## config.mk

```make
export PLATFORM = sky130hd
export DESIGN_NAME = toggle_ctrl
export DESIGN_NICKNAME = d
export VERILOG_FILES = /design/src/rtl/toggle_pkg.sv /design/src/rtl/tick_timer.sv /design/src/rtl/toggle_ctrl.sv
export SDC_FILE = /design/constraint.sdc
export NUM_CORES = 1
export LEC_CHECK = 0
export CORE_MARGIN = 2
export CORE_UTILIZATION = 28
export CTS_BUF_LIST = sky130_fd_sc_hd__clkbuf_2
export DETAILED_ROUTE_END_ITERATION = 6
export REMOVE_ABC_BUFFERS = 1
export SLEW_MARGIN = 20
export SYNTH_ARGS = -nofsm -noshare
export SYNTH_HDL_FRONTEND = slang
export SYNTH_HIERARCHICAL = 1
export SYNTH_SLANG_ARGS = --single-unit
```

## constraint.sdc

```tcl
create_clock -name clk -period 3.4 [get_ports clk]
set_input_delay 0.51 -clock clk [delete_from_list [all_inputs] [get_ports clk]]
set_output_delay 0.51 -clock clk [all_outputs]
set_load 0.05 [all_outputs]
```

## src/rtl/toggle_pkg.sv

```systemverilog
// Shared types and default widths for the toggle burst controller.
package toggle_pkg;

    typedef enum logic {
        IDLE = 1'b0,
        RUN  = 1'b1
    } toggle_state_t;

    localparam int PERIOD_W_DEF = 16;
    localparam int COUNT_W_DEF  = 8;

endpackage

```

## src/rtl/tick_timer.sv

```systemverilog
// Reloadable down-counter: tick is high while the count is zero, and the
// count reloads from the latched value on every enabled tick.
module tick_timer
    import toggle_pkg::*;
#(
    parameter int WIDTH = PERIOD_W_DEF
) (
    input  logic             clk,
    input  logic             reset,
    input  logic             load,
    input  logic [WIDTH-1:0] load_val,
    input  logic             en,
    output logic             tick
);

    localparam logic [WIDTH-1:0] ONE = WIDTH'(1);

    logic [WIDTH-1:0] timer_q, timer_d;
    logic [WIDTH-1:0] reload_q, reload_d;

    assign tick = (timer_q == '0);

    always_comb begin
        timer_d  = timer_q;
        reload_d = reload_q;
        if (load) begin
            timer_d  = load_val;
            reload_d = load_val;
        end else if (en) begin
            timer_d = tick ? reload_q : (timer_q - ONE);
        end
    end

    // NOTE: non-blocking assignments so every flop samples pre-edge values.
    always_ff @(posedge clk) begin
        if (reset) begin
            timer_q  <= '0;
            reload_q <= '0;
        end else begin
            timer_q  <= timer_d;
            reload_q <= reload_d;
        end
    end

endmodule

```

## src/rtl/toggle_ctrl.sv

```systemverilog
// Burst controller: accepts (period, count) commands and flips a registered
// square wave every period cycles, count times, with a matching strobe.
module toggle_ctrl
    import toggle_pkg::*;
#(
    parameter int PERIOD_W = PERIOD_W_DEF,
    parameter int COUNT_W  = COUNT_W_DEF
) (
    input  logic                clk,
    input  logic                reset,
    input  logic                cmd_valid,
    input  logic [PERIOD_W-1:0] cmd_period,
    input  logic [COUNT_W-1:0]  cmd_count,
    input  logic                abort,
    output logic                cmd_ready,
    output logic                toggle_en,
    output logic                wave,
    output logic                busy,
    output logic                done
);

    localparam logic [PERIOD_W-1:0] P_ONE = PERIOD_W'(1);
    localparam logic [COUNT_W-1:0]  C_ONE = COUNT_W'(1);

    toggle_state_t      state_q, state_d;
    logic [COUNT_W-1:0] remaining_q, remaining_d;
    logic               wave_q, wave_d;
    logic               done_q, done_d;

    logic                tick;
    logic                timer_load;
    logic                timer_en;
    logic [PERIOD_W-1:0] reload_val;

    // A zero period behaves exactly like a period of one.
    assign reload_val = (cmd_period == '0) ? '0 : (cmd_period - P_ONE);
    assign cmd_ready  = (state_q == IDLE);
    assign busy       = (state_q == RUN);
    assign timer_load = cmd_ready && cmd_valid && (cmd_count != '0);
    assign timer_en   = busy && !abort;
    assign toggle_en  = busy && tick && !abort;
    assign wave       = wave_q;
    assign done       = done_q;

    tick_timer #(
        .WIDTH(PERIOD_W)
    ) u_tick_timer (
        .clk     (clk),
        .reset   (reset),
        .load    (timer_load),
        .load_val(reload_val),
        .en      (timer_en),
        .tick    (tick)
    );

    // NOTE: defaults first so every path assigns every signal (no latches).
    always_comb begin
        state_d     = state_q;
        remaining_d = remaining_q;
        wave_d      = wave_q;
        done_d      = 1'b0;
        unique case (state_q)
            IDLE: begin
                if (cmd_valid) begin
                    if (cmd_count == '0) begin
                        done_d = 1'b1;
                    end else begin
                        state_d     = RUN;
                        remaining_d = cmd_count;
                    end
                end
            end
            RUN: begin
                if (abort) begin
                    state_d = IDLE;
                end else if (tick) begin
                    wave_d      = ~wave_q;
                    remaining_d = remaining_q - C_ONE;
                    if (remaining_q == C_ONE) begin
                        state_d = IDLE;
                        done_d  = 1'b1;
                    end
                end
            end
            default: state_d = IDLE;
        endcase
    end

    always_ff @(posedge clk) begin
        if (reset) begin
            state_q     <= IDLE;
            remaining_q <= '0;
            wave_q      <= 1'b0;
            done_q      <= 1'b0;
        end else begin
            state_q     <= state_d;
            remaining_q <= remaining_d;
            wave_q      <= wave_d;
            done_q      <= done_d;
        end
    end

endmodule

```

==> flow_summary.json, run 1 <==
{
  "status": "complete, no violations",
  "p_sw_share_pct": 32.58,
  "grt_max_degree": 24,
  "rows": 36,
  "cp_slowest_cell": "or4_4",
  "synthCells": 363,
  "finClkSkew_ns": 0.02821,
  "min_path_type": "flop to flop",
  "gp_congestion": 0.8169,
  "hold_viol": 0,
  "final_core_util_pct": 35.05,
  "synth_ff_type": "dfxtp_1",
  "area_growth_pct": 21.24,
  "combPwrFrac_pct": 30.9,
  "vias": 2816,
  "worst_setup_hold_path_clk_slew_ns": 0.23,
  "crit_chain": "or4_4, or3_1, nor3_2, and3b_1, buf_4, buf_12",
  "cap_violations": 0,
  "critPathArrivalTime_ns": 2.63,
  "synthMostInstantiatedCell": "nor2_1",
  "numCtsBuffers": 5,
  "seqCellArea_um2": 860.8,
  "cts.path.max_buffers": 2,
  "fp.dieArea_um2": 10960,
  "die_x_um": 104.7,
  "r2r_start": "u_tick_timer/timer_q[7]",
  "cp-start-kind": "flop",
  "yosys.area_share.simple_pct": 29.13,
  "cpPeakStageDelay_ns": 0.60,
  "port_buffers": 32,
  "coreArea_um2": 9819,
  "drtIter0Drc": 179,
  "viasPerCell": 5.343,
  "yosys_warnings": 6,
  "p_clk_share_pct": 26.8,
  "power_mw": 1.396,
  "cp-startpoint": "u_tick_timer/timer_q[7]",
  "dp_slack_ns": 0.3988,
  "syn_avg_cell_area_um2": 7.821,
  "worstPathMaxFanout": 9,
  "synth_top_family_by_area": "simple AND/OR/NAND/NOR gates",
  "top_usage_layer": "met2",
  "p_leak_nw": 1.249,
  "num_io_pins": 33,
  "cts_root_buf": "clkbuf_2",
  "setup_viol": 0,
  "setup_slack_ns": 0.2645,
  "cp_top_family": "simple AND/OR/NAND/NOR gates",
  "relSlewSlack_pct": 61.40,
  "antenna_found_initial": 0,
  "tns_ns": 0,
  "antenna_left": 0,
  "initial_core_util_pct": 28.91,
  "use_met1_pct": 18.26,
  "synth_cell_types": 57,
  "drc": 0,
  "hold_depth": 2,
  "cts_sinks": 43,
  "routedWlPerCell_um": 14.61,
  "yosys-top-cells-count": "nor2_1 (45), dfxtp_1 (43), a21oi_1 (24), nor3_1 (21)",
  "fmax_mhz": 318.9,
  "rsz0062_at_grt": "false",
  "cellPowerDensity_nw_per_um2": 405.5,
  "grt_overflow": 0,
  "gr-usage-met2_pct": 22.97,
  "grt_pass1_vias": 2597,
  "yosysSeqAreaShare_pct": 30.32,
  "synth_xor_area_share_pct": 3.394,
  "wirelength_um": 7697,
  "multi_input_area_um2": 1809,
  "grt_pass1_wl_um": 12560,
  "critPathKind": "flop to output port",
  "clk_latency_ns": 0.41,
  "fin_crit_sh_pct": 92.22,
  "num_antenna_cells": 0,
  "hold_path_startpoint": "u_tick_timer/reload_q[8]",
  "synth_adder_area_share_pct": 2.204,
  "worst_slew_pin_slew_ns": 0.5772,
  "worstSetupEndpointType": "output port",
  "ir_worst_vdd_v": 0.0001744,
  "ys_async_sr_fraction_pct": 0,
  "synth_mux_area_share_pct": 6.390,
  "place_area_um2": 3347,
  "r2r-end": "remaining_q[2]",
  "grt_usage_pct": 13.97,
  "worstPathRequired_ns": 2.89,
  "p_int_uw": 941.0,
  "slew_viol_final": 0,
  "design_area_um2": 3442,
  "synth_compound_area_share_pct": 22.43,
  "fin_cells": 527,
  "dp_hpwl_um": 5751,
  "first_pass_iters": 5,
  "htree_levels": 2,
  "synth_edf_count": 0,
  "cts_tree": "done",
  "ys_seq_elements": 43,
  "finalCriticalPeriod_ns": 3.136,
  "reg2reg_slack_ns": 0.72,
  "nNetsFinal": 426,
  "whs_ns": 0.4923,
  "synth_top_area_cell": "dfxtp_1",
  "drive_gt1_share_pct": 10.15,
  "power_frac_seq_pct": 42.3,
  "place_inst": 519,
  "synth_top_area_share_pct": 30.32,
  "met3_usage_pct": 2.745,
  "worstHoldEndpoint": "u_tick_timer/reload_q[8]",
  "cts_hold_buffers": 0,
  "path_buf_inv": 2,
  "netlist_area_um2": 2839,
  "netSwitchingPower_uw": 454.8,
  "r2r_cells": 8,
  "n_fill_cell": 1053,
  "die-height_um": 104.7,
  "netlist_top_cells_area": "dfxtp_1 (30%), mux2i_1 (6.0%), nor2_1 (5.9%)"
}
[state kept, by name, indices dropped and copies added, names as in the netlist]
signal and flops:
busy 1, done 1, remaining_q 8, u_tick_timer/reload_q 16
u_tick_timer/timer_q 16, wave 1
[layout make-up]
cell class | instances | share of cell area, %
tap | 133 | 4.835
timing repair buffer | 49 | 13.67
clock inverter | 2 | 1.745
sequential | 43 | 25.01
multi-input combinational | 282 | 52.56
clock buffer | 6 | 0.8724
inverter | 12 | 1.309
[kinds of logic after synthesis]
family,Yosys count
AND/OR/NAND/NOR,153
flip-flops,43
XOR/XNOR,11
multiplexers,18
buffers and inverters,38
AO/OA/AOI/OAI,95
adder cells (fa/ha/maj),5
[power by group through the flow]
| stage | logic (mW) | clock network [mW] | registers, mW |
|---|---|---|---|
| after floorplan | 0.273 | 0 | 0.591 |
| after global placement | 0.419 | 0 | 0.597 |
| after detailed placement | 0.425 | 0 | 0.598 |
| after CTS | 0.425 | 0.392 | 0.589 |
| after global routing | 0.476 | 0.412 | 0.597 |
| final | 0.431 | 0.374 | 0.591 |
[layout by cell type (no fill, tap or decap), types with 6 or more instances in the layout]
cell type,Yosys,layout
a21oi_1,24,24
a22oi_1,10,10
buf_4,1,16
clkbuf_2,0,6
clkdlybuf4s50_1,0,31
dfxtp_1,43,43
inv_1,11,11
mux2i_1,17,17
nand2_1,15,15
nand2b_1,9,9
nor2_1,45,45
nor2b_1,7,7
nor3_1,21,20
nor4_1,9,9
o21ai_0,15,15
o22ai_1,9,9
o32ai_1,7,7
or3_1,11,11
or4_1,7,7
xnor2_1,8,8
[routing by layer]
layer | vias to the layer above | wire, um
li1 | 1399 | -
met1 | 1296 | 3470
met2 | 113 | 3511
met3 | 8 | 620
met4 | 0 | 95
met5 | - | 0
[worst register-to-register path: cells and delay by family, from the launching register on]
kind / cells / cell delay, ns
buf+inv: 1 / 0.18
simple gates: 5 / 1.73
compound gates: 2 / 0.24
flops: 1 / 0.47
[worst max-delay path by stage]
stage / endpoint / depth (start not counted)
final: toggle_en / 6
after global placement: u_tick_timer/timer_q[8] / 10
after detailed placement: u_tick_timer/timer_q[14] / 7
after global routing: toggle_en / 6
after floorplan: u_tick_timer/timer_q[14] / 6
after CTS: toggle_en / 6
[what timing repair did]
action / in CTS / in global routing
endpoints found under the setup margin: 0 / 1
buffers inserted: 0 / 0
resized for setup: 0 / 1
(Power assumes the default switching activity.)
==> inputs of run 2 (changes only) <==
- PLACE_DENSITY: default -> 0.47
- clock period: 3.4 -> 2.8 ns (I/O delays scaled with it)
==> flow_summary.json, run 2 (synthesis results as in run 1) <==
{
  "status": "complete, no violations",
  "p_leak_nw": 1.372,
  "routedWlPerCell_um": 15.01,
  "numCtsBuffers": 5,
  "coreArea_um2": 9819,
  "antenna_found_initial": 0,
  "drtIter0Drc": 136,
  "worstSetupEndpointType": "output port",
  "gp_congestion": 0.8038,
  "largestRegisters": "u_tick_timer/reload_q: 16 flops, u_tick_timer/timer_q: 16 flops, remaining_q: 8 flops",
  "crit_chain": "or4_4, or3_4, nor3_4, and3b_2, buf_12",
  "worstPathMaxFanout": 3,
  "cpPeakStageDelay_ns": 0.51,
  "htree_levels": 2,
  "grt_overflow": 0,
  "worstPathRequired_ns": 2.38,
  "cts.path.max_buffers": 2,
  "rsz0062_at_grt": "false",
  "cellPowerDensity_nw_per_um2": 453.9,
  "min_path_type": "flop to flop",
  "fp.dieArea_um2": 10960,
  "ir_worst_vdd_v": 0.0002596,
  "fin_crit_sh_pct": 96.25,
  "cts_root_buf": "clkbuf_2",
  "grt_usage_pct": 15.41,
  "die-height_um": 104.7,
  "netSwitchingPower_uw": 574.8,
  "antenna_left": 0,
  "finClkSkew_ns": 0.02612,
  "viasPerCell": 5.173,
  "setup_viol": 0,
  "drc": 0,
  "grt_max_degree": 28,
  "cts_sinks": 43,
  "area_growth_pct": 28.25,
  "design_area_um2": 3641,
  "critPathArrivalTime_ns": 2.27,
  "p_clk_share_pct": 22.2,
  "seqCellArea_um2": 863.3,
  "power_frac_seq_pct": 42.5,
  "hold_viol": 0,
  "dp_hpwl_um": 6209,
  "finalCriticalPeriod_ns": 2.695,
  "final_common_cell": "nor2_1",
  "mostFrequentLayoutCells": "nor2_1 (45), buf_4 (44), dfxtp_1 (41), clkdlybuf4s50_1 (31), a21oi_1 (24)",
  "worst_slew_pin_slew_ns": 0.5866,
  "drive_gt1_share_pct": 16.82,
  "final_core_util_pct": 37.08,
  "n_fill_cell": 1049,
  "cp-start-kind": "flop",
  "relSlewSlack_pct": 60.53,
  "fmax_mhz": 371.1,
  "cp_slowest_cell": "or4_4",
  "rows": 36,
  "tns_ns": 0,
  "p_sw_share_pct": 34.78,
  "grt_pass1_wl_um": 13710,
  "slew_viol_final": 0,
  "wirelength_um": 8328,
  "clk_latency_ns": 0.44,
  "num_io_pins": 33,
  "worst_setup_hold_path_clk_slew_ns": 0.25,
  "die_x_um": 104.7,
  "cap_violations": 0,
  "num_antenna_cells": 0,
  "nNetsFinal": 454,
  "power_mw": 1.653,
  "critPathKind": "flop to output port",
  "first_pass_iters": 6,
  "place_area_um2": 3527,
  "initial_core_util_pct": 28.91,
  "p_int_mw": 1.078,
  "combPwrFrac_pct": 35.3,
  "whs_ns": 0.4875,
  "port_buffers": 32,
  "cts_tree": "done",
  "vias": 2871,
  "multi_input_area_um2": 1822,
  "grt_pass1_vias": 2694
}
## run 2: per-stage QoR
step | cells | setup WS, ns
after floorplan | 337 | -0.3310
after CTS | 555 | -0.02051
after global routing | 555 | 0.01494
final | 555 | 0.1051
after detailed placement | 543 | -0.03801
after global placement | 543 | 0.006407
## run 2: power by group through the flow
stage               Clock (mW)  Combinational (mW)  Sequential [mW]
finish                   0.367               0.583            0.703
global route             0.399               0.645            0.710
CTS                      0.374               0.580            0.702
detailed placement           0               0.557            0.713
global placement             0               0.556            0.713
floorplan                    0               0.331            0.718
## run 2: worst paths after layout
check / endpoint / slack [ns] / from / cells after the start
worst max-delay path: toggle_en / 0.11 / u_tick_timer/timer_q[8] / 5
worst min-delay path: u_tick_timer/reload_q[15] / 0.49 / u_tick_timer/reload_q[15] / 2
worst max register to register: remaining_q[2] / 0.35 / u_tick_timer/timer_q[8] / 8
worst min register to register: u_tick_timer/reload_q[15] / 0.49 / u_tick_timer/reload_q[15] / 2
## run 2: final cells by class
type | count | share of cell area, %
multi-input combinational | 282 | 50.03
clock inverter | 3 | 1.065
inverter | 12 | 1.237
tap | 133 | 4.570
sequential | 43 | 23.71
clock buffer | 5 | 0.6873
timing repair buffer | 77 | 18.69
## run 2: worst max-delay path: cells and delay by family, from the launching register on
kind	cells	cell delay (ns)
AND/OR/NAND/NOR	4	1.31
buffers and inverters	1	0.15
flip-flops	1	0.38
## run 2: per-layer routing
layer | up-vias | wire (um) | GRT usage (%) | part of all wire, %
met1 | 1343 | 3978 | 20.89 | 48
li1 | 1456 | - | - | -
met2 | 67 | 3878 | 25.58 | 47
met5 | - | 0 | 0 | 0
met4 | 0 | 83 | 3.429 | 1.0
met3 | 5 | 387 | 2.682 | 4.6
## run 2: timing repair
| item | CTS | global route |
|---|---|---|
| endpoints found under the hold margin | 0 | 0 |
| hold buffers | 0 | 0 |
| setup endpoints to repair | 1 | 1 |
| pin swaps | 4 | 3 |
| gates resized for setup | 6 | 1 |
| buffers inserted | 4 | 1 |
==> inputs of run 3 (changes only) <==
- CTS_BUF_LIST: sky130_fd_sc_hd__clkbuf_2 -> default
==> flow_summary.json, run 3 (synthesis results as in run 1) <==
{
  "initial_core_util_pct": 28.91,
  "worstSetupEndpointType": "output port",
  "num_antenna_cells": 0,
  "p_leak_nw": 1.379,
  "mostFrequentLayoutCells": "nor2_1 (45), dfxtp_1 (43), buf_4 (40), clkdlybuf4s50_1 (31), a21oi_1 (24)",
  "die_x_um": 104.7,
  "dp_hpwl_um": 6209,
  "whs_ns": 0.4752,
  "place_inst": 543,
  "grt_pass1_wl_um": 13520,
  "cp-start-kind": "flop",
  "antenna_found_initial": 0,
  "grt_max_degree": 28,
  "die-height_um": 104.7,
  "design_area_um2": 3672,
  "num_io_pins": 33,
  "first_pass_iters": 6,
  "n_fill_cell": 1038,
  "fin_crit_sh_pct": 96.49,
  "min_path_type": "flop to flop",
  "largestRegisters": "u_tick_timer/reload_q: 16 flops, u_tick_timer/timer_q: 16 flops, remaining_q: 8 flops",
  "fp.dieArea_um2": 10960,
  "area_growth_pct": 29.35,
  "nNetsFinal": 451,
  "drive_gt1_share_pct": 15.75,
  "seqCellArea_um2": 860.8,
  "cts_tree": "done",
  "rsz0062_at_grt": "false",
  "cts_root_buf": "clkbuf_8",
  "cts_sinks": 43,
  "rows": 36,
  "worst_setup_hold_path_clk_slew_ns": 0.09,
  "antenna_left": 0,
  "vias": 2887,
  "cp_top_family": "simple AND/OR/NAND/NOR gates",
  "fin_cells": 552,
  "cap_violations": 0,
  "drtIter0Drc": 114,
  "worstPathRequired_ns": 2.38,
  "clk_latency_ns": 0.30,
  "drc": 0,
  "dp_slack_ns": -0.03801,
  "wirelength_um": 8227,
  "relSlewSlack_pct": 59.31,
  "fmax_mhz": 370.1,
  "critPathKind": "flop to output port",
  "finalCriticalPeriod_ns": 2.702,
  "crit_chain": "or4_4, or3_4, nor3_4, and3b_1, buf_6, buf_12",
  "hold_viol": 0,
  "viasPerCell": 5.230,
  "worst_slew_pin_slew_ns": 0.6048,
  "finClkSkew_ns": 0.009698,
  "ir_worst_vdd_v": 0.0002929,
  "path_buf_inv": 2,
  "final_common_cell": "nor2_1",
  "numCtsBuffers": 5,
  "coreArea_um2": 9819,
  "power_mw": 1.784,
  "cts.path.max_buffers": 2,
  "tns_ns": 0,
  "grt_overflow": 0,
  "grt_pass1_vias": 2662,
  "multi_input_area_um2": 1821,
  "final_core_util_pct": 37.40,
  "port_buffers": 32,
  "cellPowerDensity_nw_per_um2": 485.8,
  "gp_congestion": 0.8038,
  "worstPathMaxFanout": 6,
  "cp_slowest_cell": "or4_4",
  "setup_slack_ns": 0.09830,
  "grt_usage_pct": 15.18,
  "htree_levels": 2,
  "critPathArrivalTime_ns": 2.28,
  "cpPeakStageDelay_ns": 0.56,
  "setup_viol": 0,
  "status": "complete, no violations",
  "place_area_um2": 3527,
  "slew_viol_final": 0,
  "routedWlPerCell_um": 14.90
}
-- run 3: changes by cell type in the layout (fill, tap and decap cells not counted), sizes merged --
cell,previous run,this run
buf,46,43
clkbuf,5,6
clkinv,3,2
-- run 3: power by group --
group | internal, mW | switching, mW | total [mW] | leakage (nW)
sequential | 0.658 | 0.0417 | 0.700 | 0.354
combinational | 0.260 | 0.308 | 0.568 | 0.964
clock | 0.289 | 0.227 | 0.516 | 0.0612
-- run 3: path summary, 6_finish.rpt --
check,slack (ns),end,cells after the start,start
max,0.1,toggle_en,6,u_tick_timer/timer_q[7]
min,0.48,u_tick_timer/reload_q[15],2,u_tick_timer/reload_q[15]
max reg2reg,0.25,remaining_q[2],9,u_tick_timer/timer_q[7]
min reg2reg,0.48,u_tick_timer/reload_q[15],2,u_tick_timer/reload_q[15]
-- run 3: final cells by class --
| class | count | share of cell area [%] |
|---|---|---|
| Sequential cell | 43 | 23.44 |
| Tap cell | 133 | 4.532 |
| Multi-Input combinational cell | 282 | 49.57 |
| Clock buffer | 6 | 2.249 |
| Clock inverter | 2 | 0.9540 |
| Inverter | 12 | 1.227 |
| Timing Repair Buffer | 74 | 18.02 |
-- run 3: what timing repair did --
item | CTS | global route
setup buffers | 0 | 1
hold buffers | 0 | 0
endpoints found under the setup margin | 1 | 1
pin swaps | 0 | 3
hold endpoints to repair | 0 | 0
resized for setup | 1 | 3
-- run 3: metal layers --
layer / vias to the layer above / GRT usage [%] / routed length (um)
met5: - / 0 / 0
met4: 0 / 3.714 / 91
met3: 6 / 2.495 / 417
met2: 75 / 25.16 / 3832
met1: 1352 / 20.59 / 3886
li1: 1454 / - / -
-- run 3: worst register-to-register path, stage by stage, from the launching register on --
cell and delay, ns:
dfxtp_1 0.33, or4_4 0.56, or3_4 0.38, nor3_4 0.20, and3b_1 0.23, buf_4 0.12
o32ai_1 0.07, buf_4 0.18, or2_2 0.30, a21oi_1 0.13
